[src/rtl/seq_detect_pkg.sv]
// -----------------------------------------------------------------------------
// seq_detect_pkg
// Shared definitions for the serial sequence detector:
//   - state_t   : detector FSM states (IDLE, FILL, ARMED)
//   - PAT_W_MIN / PAT_W_MAX : legal range of the pattern length parameter
//   - fill_width(): width needed to hold a fill count of 0..pat_w
// -----------------------------------------------------------------------------
package seq_detect_pkg;

   localparam int PAT_W_MIN = 2;
   localparam int PAT_W_MAX = 32;

   typedef enum logic [1:0] {
      IDLE  = 2'd0,   // no pattern loaded; input stream ignored
      FILL  = 2'd1,   // fewer than PAT_W bits collected since (re)start
      ARMED = 2'd2    // history holds PAT_W valid bits; every new bit is compared
   } state_t;

   // Fill counts 0..pat_w inclusive, so one extra code point is needed.
   function automatic int fill_width(input int pat_w);
      return $clog2(pat_w + 1);
   endfunction

endpackage : seq_detect_pkg

[src/rtl/sat_counter.sv]
// -----------------------------------------------------------------------------
// sat_counter
// W-bit up-counter that sticks at its all-ones value.
// Ports:
//   clk : clock, rising edge
//   rst : synchronous active-high reset (clears q)
//   clr : synchronous clear (same effect as rst, lower priority name only)
//   inc : add one on this edge unless already saturated
//   q   : current count
// -----------------------------------------------------------------------------
module sat_counter #(
   parameter int W = 16
) (
   input  logic         clk,
   input  logic         rst,
   input  logic         clr,
   input  logic         inc,
   output logic [W-1:0] q
);

   always_ff @(posedge clk) begin
      if (rst || clr) begin
         q <= '0;
      end else if (inc && (q != {W{1'b1}})) begin
         q <= q + W'(1);
      end
   end

endmodule : sat_counter

[src/rtl/seq_detect_param.sv]
// -----------------------------------------------------------------------------
// seq_detect_param
// Serial bit-pattern detector with per-bit don't-care mask and selectable
// overlapping / non-overlapping matching.
// Optional feature: define SEQ_DETECT_MATCH_CNT_EN to add the saturating
// match counter and its match_cnt output port.
// Ports:
//   clk       : clock, rising edge
//   rst       : synchronous active-high reset, highest priority
//   in        : serial data bit
//   in_valid  : in is consumed only on edges where this is high
//   pattern   : target sequence, pattern[PAT_W-1] is the first-received bit
//   pat_mask  : 1 = compare this bit, 0 = don't-care
//   pat_load  : latch pattern/pat_mask/overlap and restart detection
//   overlap   : 1 = overlapping matches allowed
//   out       : registered one-cycle match pulse
//   match_cnt : saturating match count (SEQ_DETECT_MATCH_CNT_EN only)
// -----------------------------------------------------------------------------
module seq_detect_param
   import seq_detect_pkg::*;
#(
   parameter int PAT_W = 3,
   parameter int CNT_W = 16
) (
   input  logic             clk,
   input  logic             rst,
   input  logic             in,
   input  logic             in_valid,
   input  logic [PAT_W-1:0] pattern,
   input  logic [PAT_W-1:0] pat_mask,
   input  logic             pat_load,
   input  logic             overlap,
   output logic             out
`ifdef SEQ_DETECT_MATCH_CNT_EN
   ,
   output logic [CNT_W-1:0] match_cnt
`endif
);

   localparam int FILL_W = fill_width(PAT_W);
   localparam logic [FILL_W-1:0] FILL_FULL = FILL_W'(PAT_W);

   if (PAT_W < PAT_W_MIN || PAT_W > PAT_W_MAX) begin : g_bad_pat_w
      $error("seq_detect_param: PAT_W out of legal range");
   end
   if (CNT_W < 1) begin : g_bad_cnt_w
      $error("seq_detect_param: CNT_W must be at least 1");
   end

   state_t             state, state_next;
   logic [PAT_W-1:0]   history, history_next;
   logic [FILL_W-1:0]  fill, fill_next, fill_inc;
   logic [PAT_W-1:0]   pat_reg, pat_next;
   logic [PAT_W-1:0]   mask_reg, mask_next;
   logic               overlap_reg, overlap_next;
   logic               out_next;
   logic [PAT_W-1:0]   shifted;
   logic               hit;

   // Candidate values for an accepted bit: newest bit enters at bit 0,
   // fill saturates at PAT_W so an armed detector stays armed.
   assign shifted  = {history[PAT_W-2:0], in};
   assign fill_inc = (fill == FILL_FULL) ? FILL_FULL : fill + FILL_W'(1);
   assign hit      = (fill_inc == FILL_FULL) &&
                     (((shifted ^ pat_reg) & mask_reg) == '0);

   // NOTE: sequential state uses non-blocking assignments so every register
   // samples the pre-edge values, independent of statement order.
   always_ff @(posedge clk) begin
      if (rst) begin
         state       <= IDLE;
         history     <= '0;
         fill        <= '0;
         pat_reg     <= '0;
         mask_reg    <= '0;
         overlap_reg <= 1'b0;
         out         <= 1'b0;
      end else begin
         state       <= state_next;
         history     <= history_next;
         fill        <= fill_next;
         pat_reg     <= pat_next;
         mask_reg    <= mask_next;
         overlap_reg <= overlap_next;
         out         <= out_next;
      end
   end

   always_comb begin
      // NOTE: every output of this block gets a default before any branch,
      // which keeps it purely combinational (no inferred latches).
      state_next   = state;
      history_next = history;
      fill_next    = fill;
      pat_next     = pat_reg;
      mask_next    = mask_reg;
      overlap_next = overlap_reg;
      out_next     = 1'b0;

      if (pat_load) begin
         // A load restarts detection; a bit presented on the same edge is dropped.
         pat_next     = pattern;
         mask_next    = pat_mask;
         overlap_next = overlap;
         history_next = '0;
         fill_next    = '0;
         state_next   = FILL;
      end else if (state != IDLE && in_valid) begin
         history_next = shifted;
         out_next     = hit;
         if (hit && !overlap_reg) begin
            // Non-overlapping: the next match needs PAT_W fresh bits.
            fill_next  = '0;
            state_next = FILL;
         end else begin
            fill_next  = fill_inc;
            state_next = (fill_inc == FILL_FULL) ? ARMED : FILL;
         end
      end
   end

`ifdef SEQ_DETECT_MATCH_CNT_EN
   // Counts on the same edge that raises out, so match_cnt and out agree.
   sat_counter #(
      .W (CNT_W)
   ) u_match_cnt (
      .clk (clk),
      .rst (rst),
      .clr (pat_load),
      .inc (out_next),
      .q   (match_cnt)
   );
`endif

endmodule : seq_detect_param

[config.mk]
export PLATFORM = sky130hd
export DESIGN_NAME = seq_detect_param
export DESIGN_NICKNAME = d
export VERILOG_FILES = /design/src/rtl/seq_detect_pkg.sv /design/src/rtl/sat_counter.sv /design/src/rtl/seq_detect_param.sv
export SDC_FILE = /design/constraint.sdc
export NUM_CORES = 1
export LEC_CHECK = 0
export BUFFER_PORTS_ARGS = -buffer_cell sky130_fd_sc_hd__buf_2
export CORE_MARGIN = 4
export CORE_UTILIZATION = 35
export DETAILED_ROUTE_END_ITERATION = 12
export SLEW_MARGIN = 10
export SYNTH_ARGS = -nofsm -noshare
export SYNTH_HDL_FRONTEND = slang
export SYNTH_SLANG_ARGS = --single-unit
[constraint.sdc]
create_clock -name clk -period 2.41 [get_ports clk]
set_clock_uncertainty 0.1 [all_clocks]
set_input_delay 0.241 -clock clk [delete_from_list [all_inputs] [get_ports clk]]
set_output_delay 0.241 -clock clk [all_outputs]
set_load 0.02 [all_outputs]
Word level (Yosys, flattened, before mapping)
Index checks and enable logic that the tools add are counted.
{"block": "totals", "reg_bits": 14, "inputBits": 12, "out_inout_bits": 1}
{"block": "op_classes", "n_reduce_logical": 9, "eq_ne": 2, "addsub": 1, "bitwise": 3, "mux": 6}
{"op": "$mux 2", "n": 4}
{"op": "$eq 2x2->1 const B", "n": 2}
{"op": "$reduce_bool 2->1", "n": 2}
{"op": "$and 3x3->3", "n": 1}
{"op": "$logic_and 1x1->1", "n": 3}
{"op": "$logic_not 3->1", "n": 1}
{"op": "$reduce_or 3->1", "n": 1}
{"op": "$xor 3x3->3", "n": 1}
{"op": "$add 2x1->2 const B", "n": 1}
{"op": "$mux 1", "n": 2}
{"op": "$reduce_or 2->1", "n": 1}
{"op": "$logic_not 1->1", "n": 1}
{"op": "$not 1->1", "n": 1}

Logic depth before layout (Yosys ltp)
{"block": "depth", "depth_word": 8, "mapped_depth": 5, "ltp_nobuf": 4}

Worst setup path before layout
OpenSTA, ideal clock, no wires.
{"block": "synth_path", "path_kind": "register to register", "start": "register pat_reg[1]", "end": "register state[1]", "stages_incl_launch_ff": 5, "t_arrival_ns": 0.931, "setup_slack_ns": 1.264, "path_buffers": 0, "setup_ns": 0.115, "path_cell_list": "dfxtp_1 xor2_1 a22oi_2 nand3_1 o21a_1"}
{"block": "synth_between", "elab_chain_len": 6}
{"item": "start: declaration", "line_no": "seq_detect_param.sv:53", "source": "logic [PAT_W-1:0] pat_reg, pat_next;"}
{"item": "start signal: assignment", "line_no": "seq_detect_param.sv:82", "source": "pat_reg <= pat_next;"}
{"item": "$xor 3x3->3", "line_no": "seq_detect_param.sv:65", "source": "(((shifted ^ pat_reg) & mask_reg) == '0);"}
{"item": "$and 3x3->3", "line_no": "seq_detect_param.sv:65"}
{"item": "$logic_not 3->1", "line_no": "seq_detect_param.sv:65"}
{"item": "$logic_and 1x1->1", "line_no": "seq_detect_param.sv:64", "source": "assign hit = (fill_inc == FILL_FULL) &&"}
{"item": "$logic_and 1x1->1", "line_no": "seq_detect_param.sv:111", "source": "if (hit && !overlap_reg) begin"}
{"item": "$mux 2", "line_no": "seq_detect_param.sv:111"}
{"item": "end signal: assignment", "line_no": "seq_detect_param.sv:79", "source": "state <= state_next;"}
{"item": "end: declaration", "line_no": "seq_detect_param.sv:50", "source": "state_t state, state_next;"}
Every way passes these cells.
A chain may end at the register's enable or synchronous reset.

Worst setup path after layout
Ends and elaborated chain as after synthesis.

==> impl_metrics.csv <==
group,metric,value,unit
flow_run,max_cap_viol_count,0,
timing,fin_crit,1246,ps
grt,grt_pass1_vias,453,
layout,nets,90,
logic_synthesis,yosys.area_share.xor_xnor,4.357,%
setup_path,crit_path_top_delay_cell,"dfxtp_1",
setup_path,required,2480,ps
layout,antennaDiodeCount,0,
clock_network,cts_hold_buf,0,
grt,antenna_found_initial,0,
timing,period_share,51.70,%
setup_path,critPathLaunch,"pat_reg[1]",
layout,fill_cells,168,
grt,grt_max_degree,11,
setup_path,r2r_slack,1160,ps
logic_synthesis,yosysSeqAreaShare,46.47,%
die,core.rowCount,14,
logic_synthesis,muxShareOfSynthArea,11.62,%
logic_synthesis,ys_types,21,
layout,drive_above_1_share,22.37,%
clock_network,h-tree-depth,1,
clock_network,clk_pin_slew_worst_paths,80,ps
logic_synthesis,yosysTopAreaCellShare,46.47,%
hold_path,hold_path_end,"mask_reg[1]",
clock_network,postCtsSetupRepairBufs,0,
logic_synthesis,syn_area_per_cell,9.423,sq um
logic_synthesis,synth_top_family_by_area,"simple AND/OR/NAND/NOR gates",
logic_synthesis,post-synth-top-count-cell,"dfxtp_1",
power,p_leak,0.0002892,uW
timing,setup_violations,0,
logic_synthesis,synth_edf_count,0,
logic_synthesis,synth_area_leaders,"dfxtp_1 (46%), mux2i_1 (12%), nor2_1 (5.6%)",
logic_synthesis,synth_compound_area_share,12.03,%
placed_design,port_buffers,12,
logic_synthesis,netlist_area,603.1,sq um
logic_synthesis,synth_fa_ha_area_share,0,%
timing,fmax,802.6,MHz
power,p_total,417.3,uW
power,p_per_area,615.4,mW/mm^2
die,start_util,38.68,%
die,core-area,0.001559,sq mm
logic_synthesis,yosys.area_share.simple,20.33,%
placed_design,dp_hpwl,867,um
clock_network,clk_path_buf_depth,2,
setup_path,critPathBufInv,0,
logic_synthesis,async_reset_ff_share,0,%
drt,drc,0,
drt,drt-total-wl,1122,um
hold_path,worstHoldStart,"pat_mask[1]",
logic_synthesis,syn-num-nets,76,
grt,gr-total-overflow,0,
setup_path,timing.rr.end,"state[1]",
logic_synthesis,syn_inst,64,
die,fp.dieArea,0.002451,sq mm
setup_path,crit_fanout,3,
logic_synthesis,yosysTopAreaCell,"dfxtp_1",
grt,grt_pass1_wl,1904,um
layout,multi_input_area,291.5,sq um
hold_path,hp-class,"in2reg",
die,die_w,49.51,um
drt,ant_nets,0,
timing,worst_slew_pin_slew,363.1,ps
die,ios,13,
drt,vias,453,
layout,final-seq-area,280.3,sq um
timing,relSlewSlack,75.54,%
timing,final-max-slew-violation-count,0,
logic_synthesis,ys_ff_latch,14,
drt,via_per_inst,4.924,
grt,grt_usage,10.51,%
setup_path,critPathMaxStageDelay,330,ps
setup_path,start_kind,"flop",
die,die_h,49.51,um
run_status,status,"complete, no violations",
logic_synthesis,synth_top_flop_cell,"dfxtp_1",
layout,area_delta_synth_final,12.45,%
logic_synthesis,synthTopCellsByCount,"dfxtp_1 (14), nor2_1 (9), mux2i_1 (7), nand2_1 (6), a21oi_1 (4)",
clock_network,cts_tree,"yes",
clock_network,cts_sinks,14,
timing,hold_viol,0,
setup_path,reg2regPathDepth,4,
hold_path,hold_path_depth,3,
setup_path,crit_type,"reg2reg",
placed_design,gp_congestion,0.7472,
setup_path,critical_path.top_delay_family,"compound AO/OA/AOI/OAI gates",
clock_network,cts_made_buffers,3,
setup_path,r2r-start,"pat_reg[1]",
clock_network,cts_root_buf,"clkbuf_4",
drt,drt_iter0_markers,3,
timing,fin_tns_setup,0,ps
power,ir_worst_vdd,299.6,uV
clock_network,cts_resized,0,
setup_path,worstPathArrival,1320,ps
timing,rsz0062_at_grt,"no",
drt,first_pass_iters,4,
logic_synthesis,yosysWarnings,0,
clock_network,clkLatencyLatePin,280,ps
setup_path,path_cells,"xor2_1, a22oi_2, nand3_1, o21a_1",
drt,wl_per_cell,12.20,um
setup_path,cp-end-kind,"flop",
-- per-layer routing --
metal / up-vias / global-route usage (%) / wire length, um
met1: 197 / 12.20 / 495
met4: 0 / 4.147 / 12
li1: 244 / - / -
met5: - / 0 / 0
met3: 2 / 4.819 / 82
met2: 10 / 16.74 / 532
-- area by class of cell --
type / instances / share of cell area (%)
clock buffer: 3 / 3.321
inverter: 1 / 0.5535
multi-input combinational: 46 / 42.99
sequential: 14 / 41.33
tap: 16 / 2.952
timing repair buffer: 12 / 8.856
-- tightest hold or removal path, cell delays in order --
cell and delay (ps):
buf_2 70, mux2i_1 60, nor2_1 70
-- how the worst max path moves through the flow --
stage | to | depth (start not counted)
after floorplan | state[1] | 4
after global placement | state[1] | 4
after detailed placement | state[1] | 4
after CTS | state[1] | 4
after global routing | state[0] | 4
final | state[1] | 4
-- cells by family (layout without fill, tap and decap cells) --
| kind of cell | Yosys count | count (layout) |
|---|---|---|
| flip-flops | 14 | 14 |
| XOR/XNOR | 3 | 3 |
| multiplexers | 7 | 7 |
| AO/OA/AOI/OAI | 11 | 11 |
| AND/OR/NAND/NOR | 25 | 25 |
| buffers and inverters | 4 | 16 |
-- power breakdown --
part / leakage (uW) / internal (uW) / total (uW) / switching (uW)
clock: 0.0000138 / 57.9 / 128 / 70.4
sequential: 0.000115 / 241 / 247 / 6.76
combinational: 0.000161 / 19.8 / 41.7 / 21.9
-- stage by stage --
stage / setup WS, ps / util [%] / cells / area (sq um) / hold slack, ps
2_1_floorplan: 1264 / - / 64 / 603.1 / 273.1
3_3_place_gp: 1144 / 42.05 / 89 / 655.6 / 362.5
3_5_place_dp: 1149 / 42.05 / 89 / 655.6 / 377.4
4_1_cts: 1159 / 43.50 / 92 / 678.2 / 95.45
5_1_grt: 1100 / 43.50 / 92 / 678.2 / 112.2
6_report: 1164 / 43.50 / 92 / 678.2 / 96.52
-- cells in the final DEF (no fill, tap or decap) --
master,instances
dfxtp_1,14
buf_2,12
nor2_1,9
mux2i_1,7
nand2_1,6
a21oi_1,4
xor2_1,3
clkbuf_4,3
nand3_1,2
a211oi_1,2
o21a_1,2
o21ai_0,2
nor3b_1,2
a22oi_2,1
nor2b_1,1
or2_1,1
nand4_1,1
nand3b_1,1
nor3_1,1
inv_1,1
nor3_2,1
Power figures use the tool's default switching activity.
